$ cat src/rtl/principal_decoder.sv
// Principal instruction decoder for the single-cycle ARM-subset CPU.
// Decodes Op/I/L into datapath controls, registered with an async active-high reset.
module principal_decoder (
    input  logic       clk,
    input  logic       reset,
    input  logic [1:0] Op,
    input  logic       I,
    input  logic       L,
    output logic [1:0] InmSrc,
    output logic [1:0] RegSrc,
    output logic       ALUSrc,
    output logic       Branch,
    output logic       MemWR,
    output logic       RegWR,
    output logic       MemtoReg,
    output logic       ALUOp
);

    // Control word layout: InmSrc RegSrc ALUSrc Branch MemWR RegWR MemtoReg ALUOp
    localparam logic [9:0] CTRL_DP_REG = 10'b00_00_0_0_0_1_0_1;
    localparam logic [9:0] CTRL_DP_IMM = 10'b00_00_1_0_0_1_0_1;
    localparam logic [9:0] CTRL_STR    = 10'b01_10_1_0_1_0_0_0;
    localparam logic [9:0] CTRL_LDR    = 10'b01_00_1_0_0_1_1_0;
    localparam logic [9:0] CTRL_BRANCH = 10'b10_01_1_1_0_0_0_0;
    localparam logic [9:0] CTRL_NONE   = 10'b00_00_0_0_0_0_0_0;

    logic [9:0] ctrl_d;
    logic [9:0] ctrl_q;

    // Any Op encoding outside the three defined classes falls to the all-zero row.
    always_comb begin
        ctrl_d = CTRL_NONE;
        case (Op)
            2'b00:   ctrl_d = (I == 1'b1) ? CTRL_DP_IMM : CTRL_DP_REG;
            2'b01:   ctrl_d = (L == 1'b1) ? CTRL_LDR : CTRL_STR;
            2'b10:   ctrl_d = CTRL_BRANCH;
            default: ctrl_d = CTRL_NONE;
        endcase
    end

    always_ff @(posedge clk or posedge reset) begin
        if (reset) begin
            ctrl_q <= CTRL_NONE;
        end else begin
            ctrl_q <= ctrl_d;
        end
    end

    assign InmSrc   = ctrl_q[9:8];
    assign RegSrc   = ctrl_q[7:6];
    assign ALUSrc   = ctrl_q[5];
    assign Branch   = ctrl_q[4];
    assign MemWR    = ctrl_q[3];
    assign RegWR    = ctrl_q[2];
    assign MemtoReg = ctrl_q[1];
    assign ALUOp    = ctrl_q[0];

endmodule

$ cat config.mk
export PLATFORM = sky130hd
export DESIGN_NAME = principal_decoder
export DESIGN_NICKNAME = d
export VERILOG_FILES = /design/src/rtl/principal_decoder.sv
export SDC_FILE = /design/constraint.sdc
export NUM_CORES = 1
export LEC_CHECK = 0
export CORE_AREA = 2 2 39 41
export CTS_BUF_LIST = sky130_fd_sc_hd__clkbuf_4
export CTS_CLUSTER_SIZE = 40
export DETAILED_ROUTE_END_ITERATION = 16
export DIE_AREA = 0 0 41 43
export PLACE_DENSITY_LB_ADDON = 0.15
export SYNTH_ARGS = -nofsm -noshare
export SYNTH_HDL_FRONTEND = slang
export SYNTH_SLANG_ARGS = --single-unit
$ cat constraint.sdc
create_clock -name clk -period 0.8 [get_ports clk]
set_input_delay 0.24 -clock clk [delete_from_list [all_inputs] [get_ports clk]]
set_output_delay 0.24 -clock clk [all_outputs]
set_load 0.02 [all_outputs]
; Yosys cells after proc, flatten, opt, wreduce, memory -nomap -nowiden
; Index checks and enable logic that the tools add are counted.
[classes]
n_eq_ne = 2
n_mux = 3
n_reduce_logical = 1
[ops]
columns = cell, n
row1 = $pmux W10 S3, 1
row2 = $mux W8, 1
row3 = $mux W6, 1
row4 = $eq A2 B1 Y1 const B, 1
row5 = $eq A2 B2 Y1 const B, 1
row6 = $logic_not A2 Y1, 1
[totals]
reg_bits = 10
in_bits = 6
output_inout_bits = 10
word_cells = 7

; Logic depth before layout (Yosys ltp)
[logic_depth]
ltp_word = 2
depth_mapped = 4
mapped_depth_nobuf = 4

; Least setup slack after synthesis
; No wires, ideal clock.
[synth_path]
path_type = reg-to-output
start = register, netlist name ctrl_q[6]
end = output port InmSrc[1]
t_arrival_ps = 627
t_required_ps = 560
slack_ps = -67
stages_incl_launch_ff = 2
n_path_buf = 1
cell_sequence = dfrtp_1 buf_4
[synth_rtl]
columns = element, line
row1 = to (decl), 9  ; output logic [1:0] InmSrc,

==> out/metrics.yaml <==
status:
  run_status: "finished, violations left"
  violations: "setup timing"
routing:
  dr_total_vias: 223
  drt_wl_total_um: 483
  wl_per_cell_um: 8.05
  first_pass_iters: 1
  drc: 0
  avgViaCountPerCell: 3.72
  postRouteAntennaNets: 0
  met1Wirelength_um: 154
  top_layer_used: "met3"
  drt_iter0_drc: 0
  dr_wl_met3_um: 58
  dr_wl_met2_um: 270
yosys:
  yosys-top-cells-area: "dfrtp_1, ha_1, buf_4"
  synth_nets: 35
  synthTopCellsByCount: "dfrtp_1, ha_1, buf_4, inv_1"
  yosys.area.top_type: "dfrtp_1"
  async_flop_share_pct: 100
  syn_avg_cell_area_um2: 12.7
  synthesis.area_um2: 305
  synthCells: 24
  ys_types: 8
  synth_top_area_share_pct: 57.4
  synth_top_flop_cell: "dfrtp_1"
  synth-edff-count: 0
  yosys_warnings: 0
  yosysSeqAreaShare_pct: 57.4
  post-synth-top-count-cell: "dfrtp_1"
  ys_ff_latch: 7
critical_path:
  startpoint_type: "flip-flop"
  end_kind: "output port"
  worstPathArrival_ns: 0.79
  slowest_stage: "dfrtp_2"
  cp_top_family: "flip-flops"
  path_cells: "buf_2"
  crit_fanout: 3
  crit_required_ns: 0.56
  cp_num_buf_inv: 1
  critPathMaxStageDelay_ns: 0.39
  path_class: "flip-flop to output port"
finish:
  stdcell_area_um2: 523
  stdcell_count: 60
  diodes: 0
  area_growth_pct: 71.3
  regMostFlops: "ctrl_q"
  largest_reg_flops: 7
  finalNetCount: 56
  top_regs: "ctrl_q (7)"
  drive_gt1_share_pct: 63.6
timing:
  tightest_slew_ns: 0.243
  relSlewSlack_pct: 83.8
  finalSetupViolations: 10
  post-route-period-util_pct: 129
  min_period_ns: 1.03
  grt_setup_unrepaired: "true"
  finalMaxSlewViolations: 0
  timing.final.ws_setup_ns: -0.231
  hold_viol: 0
  max_freq_mhz: 970
global_routing:
  grt_max_degree: 8
  grt_overflow: 0
  grt_use_total_pct: 6.40
  grt_antenna_before_repair: 0
  grt_pass1_wl_um: 724
  grt_pass1_vias: 224
clock_tree:
  clkSlewWorstSetupHoldPaths_ns: 0.05
  cts_buffers: 3
  clock_path_buffers: 2
  holdBufCountCts: 0
  cts_tree: "yes"
  clkSinkCount: 7
  cts_root_buffer: "clkbuf_4"
  htreeDepth: 1
floorplan:
  core_um2: 1380
  ioPinCount: 16
  dieHeight_um: 43
  die_w_um: 41
  rows: 14
  start_util_pct: 22.1
  dieArea_um2: 1760
placement:
  io_buffers: 15
  place_inst: 56
  gp_congestion: 0.713
  dpl-instance-area_um2: 488
  hpwl_um: 423
pwr:
  p_per_area_nw_per_um2: 1720
  worst_ir_drop_vdd_v: 0.000631
  power_leakage_nw: 0.274
job:
  maxCapViolCount: 0
worst_hold_path:
  hp-class: "input port to asynchronous set/reset pin"
final timing paths:
check,start,endpoint,slack [ns],cells past startpoint
setup / recovery,ctrl_q[6],Branch,-0.23,1
hold / removal,reset,ctrl_q[5],0.24,2
max in group asynchronous,reset,ctrl_q[6],0.35,2
min in group clk,Op[1],ctrl_q[0],0.36,3
layout make-up:
type,instances,area [µm²]
Clock buffer,4,30.0
Fill cell,146,861
Inverter,3,13.8
Multi-Input combinational cell,11,113
Sequential cell,7,178
Tap cell,16,20.0
Timing Repair Buffer,19,169
layer usage:
layer	vias up	GRT usage (%)
met2	12	10.9
met4	0	8.00
met3	0	0
met1	101	5.35
li1	110	-
met5	-	0
cells in the final DEF, fill, tap and decap left out, types with 2 or more instances in the layout:
master	instances
dfrtp_1	5
buf_4	4
buf_2	4
clkdlybuf4s50_1	2
dfrtp_2	2
clkbuf_4	4
buf_6	7
nor2_1	2
ha_1	4
cell families (layout without fill, tap and decap cells):
family                   Yosys count  in the layout  synth area share, %
flip-flops                         7              7                 57.4
buffers and inverters              6             26                 11.1
AO/OA/AOI/OAI                      2              2                 3.28
adder cells (fa/ha/maj)            5              5                 20.5
AND/OR/NAND/NOR                    4              4                 7.79
stage by stage:
| stage | worst slack, ns | TNS [ns] | hold slack [ns] | total power [W] | utilization [%] |
|---|---|---|---|---|---|
| 4_1_cts | -0.244 | -2.12 | 0.242 | 0.000905 | 36.0 |
| 5_1_grt | -0.256 | -2.25 | 0.274 | 0.000942 | 37.8 |
| 2_1_floorplan | -0.0315 | -0.0797 | 0.0433 | 0.000474 | - |
| 3_3_place_gp | -0.609 | -6.89 | 0.480 | 0.000565 | 35.3 |
| 3_5_place_dp | -0.615 | -7.01 | 0.495 | 0.000568 | 35.3 |
| 6_report | -0.231 | -2.01 | 0.237 | 0.000902 | 37.8 |
where the power goes:
group	total, W	internal (W)	switching, W
Combinational	0.000179	0.0000932	0.0000856
Clock	0.000337	0.000223	0.000113
Sequential	0.000387	0.000376	0.0000101
what timing repair did:
| item | CTS | global route |
|---|---|---|
| setup endpoints to repair | 17 | 11 |
| setup buffers | 0 | 0 |
| gates resized for setup | 59 | 5 |
Note: power is estimated with default switching activity, not from simulation.
